### src/rtl/tmr_fault_manager_if.sv
// Control/status bundle between the TMR supervisor and its host.
// The host drives commands and voter flags; the supervisor drives enables and status.
interface tmr_fault_manager_if #(
    parameter int CNT_W = 4
);
    logic                 start;
    logic                 stop;
    logic                 clear;
    logic [2:0]           fault_vec;
    logic                 no_majority;
    logic                 run_en;
    logic [2:0]           resync;
    logic [2:0]           replica_ok;
    logic [3*CNT_W-1:0]   err_cnt;
    logic [2:0]           state;
    logic                 alarm;

    modport master (
        output start, stop, clear, fault_vec, no_majority,
        input  run_en, resync, replica_ok, err_cnt, state, alarm
    );

    modport slave (
        input  start, stop, clear, fault_vec, no_majority,
        output run_en, resync, replica_ok, err_cnt, state, alarm
    );
endinterface

### src/rtl/tmr_fault_manager.sv
// Supervisor for a triple-redundant counter: gates counting, sequences resyncs,
// keeps leaky per-replica error history and retires chronic offenders.
module tmr_fault_manager #(
    parameter int CNT_W       = 4,
    parameter int MAX_ERR     = 3,
    parameter int RESYNC_CYC  = 2,
    parameter int LEAK_PERIOD = 64
) (
    input logic               clk,
    input logic               rst,
    tmr_fault_manager_if.slave bus
);
    typedef enum logic [2:0] {
        IDLE     = 3'd0,
        RUN      = 3'd1,
        RESYNC   = 3'd2,
        DEGRADED = 3'd3,
        HALT     = 3'd4
    } state_t;

    localparam int LW = (LEAK_PERIOD > 1) ? $clog2(LEAK_PERIOD) : 1;

    state_t                  st;
    logic                    run_en_q;
    logic [2:0]              resync_q;
    logic [2:0]              ok_q;
    logic [2:0][CNT_W-1:0]   err_q;
    logic                    alarm_q;
    logic [LW-1:0]           leak_q;
    logic [3:0]              hold_q;

    logic [2:0]              mf;
    logic [2:0]              keep;
    logic [1:0]              n_keep;
    logic [2:0][CNT_W-1:0]   err_inc;
    logic [2:0][CNT_W-1:0]   err_dec;

    // Retired replicas never count as faulty, so their flags are masked out.
    always_comb begin
        mf = bus.fault_vec & ok_q;
        for (int i = 0; i < 3; i++) begin
            err_inc[i] = (mf[i] && (err_q[i] != '1)) ?
                         err_q[i] + CNT_W'(1) : err_q[i];
            err_dec[i] = (err_q[i] != '0) ?
                         err_q[i] - CNT_W'(1) : err_q[i];
            keep[i]    = ok_q[i] && (int'(err_q[i]) < MAX_ERR);
        end
        n_keep = 2'(keep[0]) + 2'(keep[1]) + 2'(keep[2]);
    end

    always_ff @(posedge clk or posedge rst) begin
        if (rst) begin
            st       <= IDLE;
            run_en_q <= 1'b0;
            resync_q <= 3'b000;
            ok_q     <= 3'b111;
            err_q    <= '0;
            alarm_q  <= 1'b0;
            leak_q   <= '0;
            hold_q   <= '0;
        end else begin
            unique case (st)
                IDLE: begin
                    if (bus.start) begin
                        st       <= RUN;
                        run_en_q <= 1'b1;
                    end
                end
                RUN: begin
                    if (bus.no_majority) begin
                        st       <= HALT;
                        run_en_q <= 1'b0;
                        alarm_q  <= 1'b1;
                        leak_q   <= '0;
                    end else if (|mf) begin
                        st       <= RESYNC;
                        run_en_q <= 1'b0;
                        resync_q <= mf;
                        err_q    <= err_inc;
                        hold_q   <= 4'(RESYNC_CYC - 1);
                        leak_q   <= '0;
                    end else if (bus.stop) begin
                        st       <= IDLE;
                        run_en_q <= 1'b0;
                        leak_q   <= '0;
                    end else if (leak_q == LW'(LEAK_PERIOD - 1)) begin
                        err_q    <= err_dec;
                        leak_q   <= '0;
                    end else begin
                        leak_q   <= leak_q + LW'(1);
                    end
                end
                RESYNC: begin
                    if (hold_q != 4'd0) begin
                        hold_q <= hold_q - 4'd1;
                    end else begin
                        resync_q <= 3'b000;
                        ok_q     <= keep;
                        if (n_keep == 2'd3) begin
                            st       <= RUN;
                            run_en_q <= 1'b1;
                        end else if (n_keep == 2'd2) begin
                            st       <= DEGRADED;
                            run_en_q <= 1'b1;
                        end else begin
                            st       <= HALT;
                            alarm_q  <= 1'b1;
                        end
                    end
                end
                DEGRADED: begin
                    // Two voters cannot settle a disagreement.
                    if ((|mf) || bus.no_majority) begin
                        st       <= HALT;
                        run_en_q <= 1'b0;
                        alarm_q  <= 1'b1;
                    end else if (bus.stop) begin
                        st       <= IDLE;
                        run_en_q <= 1'b0;
                    end
                end
                HALT: begin
                    if (bus.clear) begin
                        st      <= IDLE;
                        alarm_q <= 1'b0;
                        err_q   <= '0;
                        ok_q    <= 3'b111;
                    end
                end
                default: begin
                    st       <= IDLE;
                    run_en_q <= 1'b0;
                    resync_q <= 3'b000;
                end
            endcase
        end
    end

    assign bus.state      = st;
    assign bus.run_en     = run_en_q;
    assign bus.resync     = resync_q;
    assign bus.replica_ok = ok_q;
    assign bus.err_cnt    = err_q;
    assign bus.alarm      = alarm_q;
endmodule
### src/flat_wrapper.sv
// flat-port wrapper written by rule: the top's interface ports become plain ports
module tmr_fault_manager_flat 
#(
    parameter int CNT_W       = 4,
    parameter int MAX_ERR     = 3,
    parameter int RESYNC_CYC  = 2,
    parameter int LEAK_PERIOD = 64
)
  (clk, rst, bus_start, bus_stop, bus_clear, bus_fault_vec, bus_no_majority, bus_run_en, bus_resync, bus_replica_ok, bus_err_cnt, bus_state, bus_alarm);
  tmr_fault_manager_if #(.CNT_W(CNT_W)) bus_i ();
  input logic clk;
  input logic rst;
  input wire logic [$bits(bus_i.start)-1:0] bus_start;
  input wire logic [$bits(bus_i.stop)-1:0] bus_stop;
  input wire logic [$bits(bus_i.clear)-1:0] bus_clear;
  input wire logic [$bits(bus_i.fault_vec)-1:0] bus_fault_vec;
  input wire logic [$bits(bus_i.no_majority)-1:0] bus_no_majority;
  output wire logic [$bits(bus_i.run_en)-1:0] bus_run_en;
  output wire logic [$bits(bus_i.resync)-1:0] bus_resync;
  output wire logic [$bits(bus_i.replica_ok)-1:0] bus_replica_ok;
  output wire logic [$bits(bus_i.err_cnt)-1:0] bus_err_cnt;
  output wire logic [$bits(bus_i.state)-1:0] bus_state;
  output wire logic [$bits(bus_i.alarm)-1:0] bus_alarm;
  assign bus_i.start = bus_start;
  assign bus_i.stop = bus_stop;
  assign bus_i.clear = bus_clear;
  assign bus_i.fault_vec = bus_fault_vec;
  assign bus_i.no_majority = bus_no_majority;
  assign bus_run_en = bus_i.run_en;
  assign bus_resync = bus_i.resync;
  assign bus_replica_ok = bus_i.replica_ok;
  assign bus_err_cnt = bus_i.err_cnt;
  assign bus_state = bus_i.state;
  assign bus_alarm = bus_i.alarm;
  tmr_fault_manager #(.CNT_W(CNT_W), .MAX_ERR(MAX_ERR), .RESYNC_CYC(RESYNC_CYC), .LEAK_PERIOD(LEAK_PERIOD)) u_core (.clk(clk), .rst(rst), .bus(bus_i));
endmodule
### config.mk
export PLATFORM = sky130hd
export DESIGN_NAME = tmr_fault_manager_flat
export DESIGN_NICKNAME = d
export VERILOG_FILES = /design/src/rtl/tmr_fault_manager_if.sv /design/src/rtl/tmr_fault_manager.sv /design/src/flat_wrapper.sv
export SDC_FILE = /design/constraint.sdc
export NUM_CORES = 1
export LEC_CHECK = 0
export CAP_MARGIN = 25
export CORE_MARGIN = 3
export CORE_UTILIZATION = 30
export CTS_BUF_LIST = sky130_fd_sc_hd__clkbuf_8
export CTS_CLUSTER_SIZE = 25
export DETAILED_ROUTE_END_ITERATION = 16
export HOLD_SLACK_MARGIN = 0.12
export SYNTH_ARGS = -nofsm -noshare
export SYNTH_HDL_FRONTEND = slang
export SYNTH_SLANG_ARGS = --single-unit
### constraint.sdc
create_clock -name clk -period 2.15 [get_ports clk]
set_input_delay 0.215 -clock clk [delete_from_list [all_inputs] [get_ports clk]]
set_output_delay 0.215 -clock clk [all_outputs]
set_load 0.01 [all_outputs]
==> results by group <==
GRT
  • First-pass GRT wire length: 9070 µm
  • Total gr overflow: 0
  • Vias in the first global route: 1910
  • Initial antenna violation count: 0
  • GRT Util Overall: 13.6%
  • Largest net degree at the start of global routing: 34

Timing
  • Setup violations, final: 0
  • Slew headroom: 58.1%
  • Total Negative Setup Slacks: 0 ns
  • Worst-Margin Slew: 0.627 ns
  • Fmax: 474 MHz
  • Slew Limit Fails: 0
  • Final Skew: 0.00917 ns
  • WHS: 0.333 ns
  • Final hold violations: 0
  • Tmin final: 2.11 ns
  • Final worst path period share: 98.1%
  • RSZ-0062 raised after global routing: yes

Synth
  • Top_reg_cell synth: dfrtp_1
  • Synth warn: 0
  • Mapped Nets: 238
  • Largest family of logic cells by synthesized area: simple AND/OR/NAND/NOR gates
  • Cell variety after synth: 46
  • Synth Area in Compound Gates: 17.4%
  • Largest area contributor in the netlist: dfrtp_1
  • Xor/xnor share of the synthesized area: 2.92%
  • Seq/Total Area, Yosys: 39.5%
  • FF+latch count, synth: 33
  • Post-synthesis mux area share: 7.02%
  • Area contributors post-synth: dfrtp_1 36%, ha_1 5.4%, o21ai_0 4.8%, fa_1 3.8%, mux2i_1 3.8%
  • Mean post-synth cell area: 9.73 µm²
  • FFs w/ async S/R, synth: 100%
  • Simple-gate portion of the synthesized area: 20.5%
  • Post-Syn Instances: 216
  • Adder-cell share of the synthesized area: 9.17%
  • Post-synth EDFFs: 0
  • Synth top area share: 35.7%
  • Synth Cell Area: 2100 µm²

Cells and area
  • Area grow syn2layout: 37.9%
  • Diodes inserted: 0
  • Final instance area: 2900 µm²
  • Layout cell share with drive strength beyond 1: 23.7%
  • Final #Nets: 304

Pwr
  • Power Total: 0.00393 W
  • Max IR drop VDD: 646 µV
  • Leakage: 1.28 nW
  • Pwr dens: 1360 nW/µm²

Critical path
  • Worst Path Buf+Inv: 1
  • Family with the most delay on the worst path: compound AO/OA/AOI/OAI gates
  • Crit path kind: flop to flop
  • Worst path slowest cell: dfstp_2
  • Crit path required time: 2.32 ns
  • Crit path launch type: flop
  • Crit Path Max Fanout: 11
  • Crit path cell chain: a222oi_1, buf_4, ha_4, a21o_1, a21oi_2, xnor2_2, o21ai_1, a32o_1
  • CP max stage delay: 0.37 ns
  • Setup crit end kind: flop
  • CP arrival: 2.28 ns

Detailed routing
  • Final ANT Viol Nets: 0
  • Initial drt markers: 55
  • Via density: 4.90
  • DR pass1 iterations: 4
  • Routed via count: 1844
  • Drt wl/cell: 14.2 µm
  • DRC: 0
  • Routed WL: 5350 µm

Die
  • Area of the core: 6570 µm²
  • Rows: 29
  • Die area: 8050 µm²
  • Starting Density: 32.0%
  • Die height: 89.7 µm
  • Io pins: 32
  • Die W: 89.7 µm

Placement
  • Final Wtd Congestion: 0.818
  • IO Port Bufs: 31
  • DP Wirelength: 4000 µm
  • Placed cell areas: 2790 µm²

Min path
  • Tightest Hold Check Type: input pin to asynchronous set/reset pin

Clock tree
  • CTS Buffer Depth: 2
  • Htree depth: 2
  • CTS root buf: clkbuf_8
  • CTS clock-pin slew for the worst setup and hold paths: 0.08 ns
  • Clk_lat worst skew: 0.28 ns
  • Sink Count: 33
  • Hold-fix buffers, CTS: 0
  • Num CTS Buffers: 5
  • CTS tree: yes

Flow run
  • Max cap viols: 0

Outcome
  • Status: finished clean
-- Yosys cell counts (2+ instances only) --
library cell and number:
a211oi_1 4, a21o_1 3, a21oi_1 9, a31oi_1 4, a32o_1 3, and2_1 2
and3_1 4, buf_2 2, clkbuf_1 3, dfrtp_1 30, dfstp_2 3, fa_1 4
ha_1 9, inv_1 11, mux2_2 6, mux2i_1 8, nand2_1 14, nand2b_1 4
nand3_1 5, nand3b_1 4, nand4_1 3, nor2_1 20, nor3_1 6, nor3b_1 3
nor4_1 2, o21ai_0 20, o22ai_2 2, or3_1 3, or4_1 2, xnor2_1 7
-- worst reg2reg max path, cell delays in order, from the launching register on --
cell,delay [ns]
dfstp_2,0.37
a222oi_1,0.32
buf_4,0.27
ha_4,0.23
a21o_1,0.18
a21oi_2,0.19
xnor2_2,0.15
o21ai_1,0.08
a32o_1,0.21
-- area by class of cell --
cell class | count | area (µm²)
multi-input cells | 165 | 1250
fillers | 656 | 3670
well taps | 93 | 116
flip-flops and latches | 33 | 830
inverters | 11 | 41.3
repair buffers | 66 | 573
clock inverters | 3 | 13.8
clock buffers | 5 | 68.8
-- power by group --
group / switching (W) / internal [W] / total (W)
sequential: 0.000212 / 0.000876 / 0.00109
combinational: 0.00116 / 0.00123 / 0.00238
clock: 0.000241 / 0.000220 / 0.000461
-- kinds of logic after synthesis --
| group | count (synthesis) |
|---|---|
| xor gates and xnor gates | 7 |
| adders and majority gates | 13 |
| muxes | 14 |
| DFF | 33 |
| buffers and inverters | 18 |
| and+or+nand+nor | 78 |
| AOI/OAI and AO/OA | 53 |
-- placed cells by master (no fill, tap or decap), types with 5 or more instances in the layout --
cell type	instances
a21oi_1	6
nor2_1	20
ha_1	6
clkbuf_8	5
mux2_2	6
xnor2_1	6
buf_4	35
inv_1	12
mux2i_1	8
o21ai_0	18
nor3_1	6
nand3_1	5
clkdlybuf4s50_1	31
nand2_1	14
dfrtp_1	30
-- worst paths after layout --
kind,cells after the start,slack [ns],to,start
worst max-delay path,8,0.04,u_core.bus.err_cnt[11],u_core.bus.replica_ok[0]
worst min-delay path,3,0.33,u_core.bus.state[2],rst
worst max register to register,8,0.04,u_core.bus.err_cnt[11],u_core.bus.replica_ok[0]
worst min register to register,1,0.52,u_core.hold_q[0],u_core.hold_q[0]
max in group asynchronous,3,1.46,u_core.bus.replica_ok[1],rst
min in group clk,1,0.52,u_core.hold_q[0],u_core.hold_q[0]
-- metal layers --
layer / GRT usage [%] / part of all wire, %
met1: 17.9 / 47
met2: 22.4 / 49
met5: 0 / 0
met4: 3.70 / 0.41
met3: 3.01 / 3.6
-- registers in the layout, indices dropped and copies added, names as in the netlist --
name,count
u_core.bus.state,3
u_core.leak_q,6
u_core.bus.err_cnt,12
u_core.bus.run_en,1
u_core.bus.resync,3
u_core.bus.replica_ok,3
u_core.hold_q,4
u_core.bus.alarm,1
-- per-stage QoR --
step / std cells / util, % / setup slack (ns)
global placement: 366 / 42.5 / -0.167
finish: 376 / 44.1 / 0.0406
detailed placement: 366 / 42.5 / -0.203
CTS: 374 / 43.8 / 0.0575
global route: 376 / 44.1 / -0.0692
floorplan: 216 / - / -0.0589
-- timing repair --
| action | CTS | global route |
|---|---|---|
| gates resized for setup | 0 | 1 |
| setup buffers | 0 | 2 |
| setup endpoints to repair | 0 | 2 |
Note: power is estimated with default switching activity, not from simulation.
